<file path="src/rtl/eight_bit_reg_arbiter_pkg.sv">
// Shared types and constants for the round-robin register arbiter.
package reg_arb_pkg;

  typedef enum logic [1:0] {
    ST_IDLE  = 2'd0,
    ST_WRITE = 2'd1,
    ST_DONE  = 2'd2
  } arb_state_t;

  // Kept wide so any register width up to 64 can truncate from them.
  localparam logic [63:0] RESET_VAL  = '0;
  localparam logic [63:0] PRESET_VAL = '1;

endpackage

</file>
<file path="src/rtl/eight_bit_reg_arbiter_if.sv">
// Requester-side bus of the shared register: requests, data, grant handshake, readback.
interface eight_bit_reg_arbiter_if #(
  parameter int N_REQ = 4,
  parameter int WIDTH = 8
);
  logic [N_REQ-1:0]       req;
  logic [N_REQ*WIDTH-1:0] wdata;
  logic [N_REQ-1:0]       gnt;
  logic                   ack;
  logic                   busy;
  logic [WIDTH-1:0]       q;
  logic [WIDTH-1:0]       q_bar;

  modport master (output req, wdata, input gnt, ack, busy, q, q_bar);
  modport slave  (input req, wdata, output gnt, ack, busy, q, q_bar);
endinterface

</file>
<file path="src/rtl/eight_bit_reg_arbiter_rr_pick.sv">
// Combinational round-robin picker: first set request at or above ptr, wrapping.
module rr_pick #(
  parameter int N_REQ = 4,
  parameter int PTR_W = 2
) (
  input  logic [N_REQ-1:0] req,
  input  logic [PTR_W-1:0] ptr,
  output logic [N_REQ-1:0] onehot,
  output logic [PTR_W-1:0] idx,
  output logic             valid
);

  // Scan N_REQ positions starting at ptr; the first hit wins.
  always_comb begin
    int j;
    logic [PTR_W-1:0] jj;
    onehot = '0;
    idx    = '0;
    valid  = 1'b0;
    j      = 0;
    jj     = '0;
    for (int i = 0; i < N_REQ; i++) begin
      j = int'(ptr) + i;
      if (j >= N_REQ) j = j - N_REQ;
      jj = PTR_W'(j);
      if (!valid && req[jj]) begin
        valid      = 1'b1;
        onehot[jj] = 1'b1;
        idx        = jj;
      end
    end
  end

endmodule

</file>
<file path="src/rtl/eight_bit_reg_arbiter.sv">
// Shared register with round-robin write arbitration and grant/ack handshake.
//
//   state    | meaning
//   ---------+---------------------------------------------------------
//   ST_IDLE  | no owner; pick a winner from pending requests
//   ST_WRITE | winner granted; load its data if req still held, else abort
//   ST_DONE  | ack pulse cycle; release grant and advance pointer
module eight_bit_reg_arbiter
  import reg_arb_pkg::*;
#(
  parameter int N_REQ = 4,
  parameter int WIDTH = 8
) (
  input logic                     clk,
  input logic                     rst,
  input logic                     preset,
  eight_bit_reg_arbiter_if.slave  bus
);

  localparam int PTR_W = $clog2(N_REQ);
  localparam logic [WIDTH-1:0] Q_RESET  = WIDTH'(RESET_VAL);
  localparam logic [WIDTH-1:0] Q_PRESET = WIDTH'(PRESET_VAL);

  arb_state_t       state;
  logic [PTR_W-1:0] ptr;
  logic [PTR_W-1:0] win_idx;
  logic [N_REQ-1:0] gnt_r;
  logic             ack_r;
  logic [WIDTH-1:0] q_r;

  logic [N_REQ-1:0] pick_onehot;
  logic [PTR_W-1:0] pick_idx;
  logic             pick_valid;
  logic [WIDTH-1:0] wsel;

  rr_pick #(.N_REQ(N_REQ), .PTR_W(PTR_W)) u_pick (
    .req    (bus.req),
    .ptr    (ptr),
    .onehot (pick_onehot),
    .idx    (pick_idx),
    .valid  (pick_valid)
  );

  // Select the latched winner's data slice with constant part-selects.
  always_comb begin
    wsel = '0;
    for (int i = 0; i < N_REQ; i++) begin
      if (win_idx == PTR_W'(i)) wsel = bus.wdata[i*WIDTH +: WIDTH];
    end
  end

  // Register, grant handshake and round-robin pointer; preset overrides a write load.
  always_ff @(posedge clk) begin
    if (rst) begin
      state   <= ST_IDLE;
      ptr     <= '0;
      win_idx <= '0;
      gnt_r   <= '0;
      ack_r   <= 1'b0;
      q_r     <= Q_RESET;
    end else begin
      if (preset) q_r <= Q_PRESET;
      case (state)
        ST_IDLE: begin
          if (pick_valid) begin
            gnt_r   <= pick_onehot;
            win_idx <= pick_idx;
            state   <= ST_WRITE;
          end
        end
        ST_WRITE: begin
          if (bus.req[win_idx]) begin
            if (!preset) q_r <= wsel;
            ack_r <= 1'b1;
            state <= ST_DONE;
          end else begin
            gnt_r <= '0;
            state <= ST_IDLE;
          end
        end
        ST_DONE: begin
          gnt_r <= '0;
          ack_r <= 1'b0;
          ptr   <= (win_idx == PTR_W'(N_REQ - 1)) ? '0 : win_idx + PTR_W'(1);
          state <= ST_IDLE;
        end
        default: state <= ST_IDLE;
      endcase
    end
  end

  assign bus.gnt   = gnt_r;
  assign bus.ack   = ack_r;
  assign bus.busy  = (state != ST_IDLE);
  assign bus.q     = q_r;
  assign bus.q_bar = ~q_r;

endmodule

</file>
<file path="src/flat_wrapper.sv">
// flat-port wrapper written by rule: the top's interface ports become plain ports
module eight_bit_reg_arbiter_flat import reg_arb_pkg::*;
#(
  parameter int N_REQ = 4,
  parameter int WIDTH = 8
)
  (clk, rst, preset, bus_req, bus_wdata, bus_gnt, bus_ack, bus_busy, bus_q, bus_q_bar);
  eight_bit_reg_arbiter_if #(.N_REQ(N_REQ), .WIDTH(WIDTH)) bus_i ();
  input logic clk;
  input logic rst;
  input logic preset;
  input wire logic [$bits(bus_i.req)-1:0] bus_req;
  input wire logic [$bits(bus_i.wdata)-1:0] bus_wdata;
  output wire logic [$bits(bus_i.gnt)-1:0] bus_gnt;
  output wire logic [$bits(bus_i.ack)-1:0] bus_ack;
  output wire logic [$bits(bus_i.busy)-1:0] bus_busy;
  output wire logic [$bits(bus_i.q)-1:0] bus_q;
  output wire logic [$bits(bus_i.q_bar)-1:0] bus_q_bar;
  assign bus_i.req = bus_req;
  assign bus_i.wdata = bus_wdata;
  assign bus_gnt = bus_i.gnt;
  assign bus_ack = bus_i.ack;
  assign bus_busy = bus_i.busy;
  assign bus_q = bus_i.q;
  assign bus_q_bar = bus_i.q_bar;
  eight_bit_reg_arbiter #(.N_REQ(N_REQ), .WIDTH(WIDTH)) u_core (.clk(clk), .rst(rst), .preset(preset), .bus(bus_i));
endmodule
</file>
<file path="config.mk">
export PLATFORM = sky130hd
export DESIGN_NAME = eight_bit_reg_arbiter_flat
export DESIGN_NICKNAME = d
export VERILOG_FILES = /design/src/rtl/eight_bit_reg_arbiter_pkg.sv /design/src/rtl/eight_bit_reg_arbiter_if.sv /design/src/rtl/eight_bit_reg_arbiter_rr_pick.sv /design/src/rtl/eight_bit_reg_arbiter.sv /design/src/flat_wrapper.sv
export SDC_FILE = /design/constraint.sdc
export NUM_CORES = 1
export LEC_CHECK = 0
export ABC_CLOCK_PERIOD_IN_PS = 3670
export CORE_MARGIN = 10
export CORE_UTILIZATION = 49
export DETAILED_ROUTE_END_ITERATION = 16
export GPL_ROUTABILITY_DRIVEN = 1
export PLACE_DENSITY = 0.86
export RECOVER_POWER = 25
export SYNTH_ARGS = -nofsm -noshare
export SYNTH_HDL_FRONTEND = slang
export SYNTH_SLANG_ARGS = --single-unit
</file>
<file path="constraint.sdc">
create_clock -name clk -period 3.67 [get_ports clk]
set_input_delay 0.734 -clock clk [delete_from_list [all_inputs] [get_ports clk]]
set_output_delay 0.734 -clock clk [all_outputs]
set_load 0.01 [all_outputs]
</file>
==> metrics.yaml <==
place:
  port_buffers: 60
  hpwl_um: 4040
  gp_congestion: 0.9077
  postPlaceCellArea_mm2: 0.002297
synthesis:
  ys_warn_count: 0
  ys_top_cells_by_area: "dfxtp_1 (22%), ha_1 (11%), a221oi_1 (8.2%), a21oi_1 (7.0%), nor2_1 (5.3%)"
  syn_area_mm2: 0.001712
  syn_area_per_cell_um2: 7.641
  seq_area_frac_synth_pct: 22.22
  syn-num-nets: 278
  ys_ff_latch: 19
  synth_top_cell_by_area: "dfxtp_1"
  synthDistinctLibCells: 44
  yosysTopAreaCellShare_pct: 22.22
  synthCells: 224
setup_path:
  cp.arrival_ns: 3.28
  critPathMaxFanout: 17
  critPathKind: "flip-flop to flip-flop"
  end_kind: "flip-flop"
  cp-start-kind: "flip-flop"
  crit_required_ns: 3.88
  r2r_setup_slack_ns: 0.61
power:
  peakVddDrop_mv: 0.1298
  total_power_uw: 630.8
  leakagePower_uw: 0.0009100
  powerDensity_mw_per_mm2: 271.5
global_routing:
  track_usage_pct: 15.61
  grt_start_max_net_pins: 19
  antenna_found_initial: 0
  grt_pass1_vias: 1688
  top_usage_layer: "met2"
  grtUsageMet3_pct: 3.378
  grt_pass1_wl_um: 8321
  use_met1_pct: 21.25
  met2_usage_pct: 24.71
  overflow: 0
min_path:
  min_path_type: "flip-flop to flip-flop"
timing:
  fin_skew_ns: 0.003395
  hold_viol_final: 0
  grt_setup_unrepaired: "false"
  fmax_ghz: 0.3263
  setup_tns_ns: 0
  fin_crit_ns: 3.064
  slew_headroom_pct: 58.65
  min_period_over_period_pct: 83.50
  tightest_slew_ns: 0.6182
  setup_viol: 0
  final_max_slew_viol_count: 0
layout:
  layout.nets: 327
  area_growth_pct: 35.75
  drive_above_1_share_pct: 4.412
  n_antenna_cell: 0
  final_cell_area_mm2: 0.002323
clock_network:
  htreeDepth: 1
  cts_root_buffer: "clkbuf_4"
  cts_setup_buffers: 0
  clock_sink_count: 19
  path_clk_slew_ns: 0.10
  ctsResizeCount: 0
  cts_buffers: 3
  cts_buffer_depth: 2
  cts_tree: "yes"
  ctsHoldBuffers: 0
  clk_latency_ns: 0.29
die:
  die_h_um: 79.10
  start_util_pct: 50.89
  die_area_mm2: 0.006257
  dieWidth_um: 79.10
  io_pins: 61
  rows: 21
  fp.coreArea_mm2: 0.003363
route:
  vias: 1826
  wl_per_cell_um: 16.01
  drt_pass1_iterations: 4
  ant_nets: 0
  drc_errors: 0
  drt-initial-drc-count: 145
  routed_wl_um: 5092
  via_per_inst: 5.742
flow_run:
  drv_cap: 0
outcome:
  outcome: "finished, final reports clean"
[worst max-delay path: stages, from the launching register on]
cell      delay, ns
dfxtp_1        0.64
inv_1          0.27
ha_1           0.61
mux4_2         0.70
a221o_1        0.36
a21oi_1        0.15
nor3_1         0.07
a211oi_2       0.19
[stage by stage]
stage	cells	hold WS [ns]	setup slack, ns	utilization, %
final	318	0.4537	0.6057	69.08
after global routing	318	0.4783	0.3767	69.08
after CTS	318	0.4615	0.6083	69.08
after detailed placement	314	0.4382	0.6453	68.30
after global placement	314	0.4334	0.7109	68.30
after floorplan	224	0.4738	1.353	-
[synth_stat cells]
| master | n |
|---|---|
| a21oi_1 | 24 |
| nor2_1 | 24 |
| dfxtp_1 | 19 |
| a221oi_1 | 16 |
| inv_1 | 16 |
| ha_1 | 15 |
| nor3_1 | 10 |
| clkbuf_1 | 9 |
| nor2b_1 | 9 |
| nand2_1 | 8 |
| a31oi_1 | 7 |
| buf_2 | 7 |
| nand3_1 | 6 |
| nand3b_1 | 5 |
| mux2i_1 | 4 |
| a211oi_1 | 3 |
| a21o_1 | 3 |
| nand2b_1 | 3 |
| nor3b_1 | 3 |
| o21ai_0 | 3 |
| o21ai_1 | 3 |
| a32oi_1 | 2 |
| inv_2 | 2 |
| mux4_2 | 2 |
| o22ai_1 | 2 |
| a2111o_1 | 1 |
| a211oi_2 | 1 |
| a221o_1 | 1 |
| a22o_1 | 1 |
| a2bb2oi_1 | 1 |
| and2_1 | 1 |
| and3b_1 | 1 |
| and4b_1 | 1 |
| buf_6 | 1 |
| mux2_1 | 1 |
| mux2_2 | 1 |
| nand3_2 | 1 |
| nand4_1 | 1 |
| nor4_1 | 1 |
| nor4_2 | 1 |
| o221ai_1 | 1 |
| o32ai_1 | 1 |
| or2_1 | 1 |
| or3b_1 | 1 |
[kinds of logic after synthesis]
group / Yosys count / synth area share, %
AOI/OAI and AO/OA: 70 / 27.92
adders and majority gates: 15 / 10.96
buffers and inverters: 35 / 8.626
DFF: 19 / 22.22
muxes: 8 / 6.286
and+or+nand+nor: 77 / 23.98
[sequential cells by signal, indices dropped and copies added (netlist names)]
name and count:
u_core.bus.ack 1, u_core.bus.gnt 4, u_core.bus.q 8, u_core.ptr 2
u_core.state 2, u_core.win_idx 2
[final timing paths]
kind                           from                 to  cells after the start
setup / recovery      u_core.ptr[1]  u_core.win_idx[0]                      7
hold / removal    u_core.bus.gnt[0]  u_core.bus.gnt[0]                      1
setup reg to reg      u_core.ptr[1]  u_core.win_idx[0]                      7
hold reg to reg   u_core.bus.gnt[0]  u_core.bus.gnt[0]                      1
[cell type report]
class	count	area [um2]
inverter	18	67.56
sequential	19	380.4
tap	46	57.56
fill	281	1040
multi-input combinational	170	1184
clock buffer	4	26.28
timing repair buffer	61	608.1
[layer usage]
layer  wire (um)  vias up
li1            -      916
met1        2329      839
met2        2371       69
met3         386        2
met4           5        0
met5           0        -
[cells in the final DEF (no fill, tap or decap), types with 2 or more instances in the layout]
cell	count
a21o_1	3
nor2_1	24
nand3b_1	5
o21ai_1	3
dlygate4sd3_1	9
a31oi_1	7
nor2b_1	9
a221oi_1	16
clkbuf_4	3
a32oi_1	2
a211oi_1	3
nor3b_1	3
o21ai_0	3
o22ai_1	2
nand2_1	8
inv_2	2
a21oi_1	24
clkdlybuf4s50_1	51
nand3_1	6
inv_1	16
nand2b_1	3
nor3_1	10
dfxtp_1	19
mux2i_1	4
ha_1	15
mux4_2	2
[power breakdown]
part           total (uW)  internal [uW]  switching, uW
registers             242            225           16.2
clock network         100           42.2           58.1
logic                 289            147            142
No activity file was read; power rests on OpenSTA's default activity.
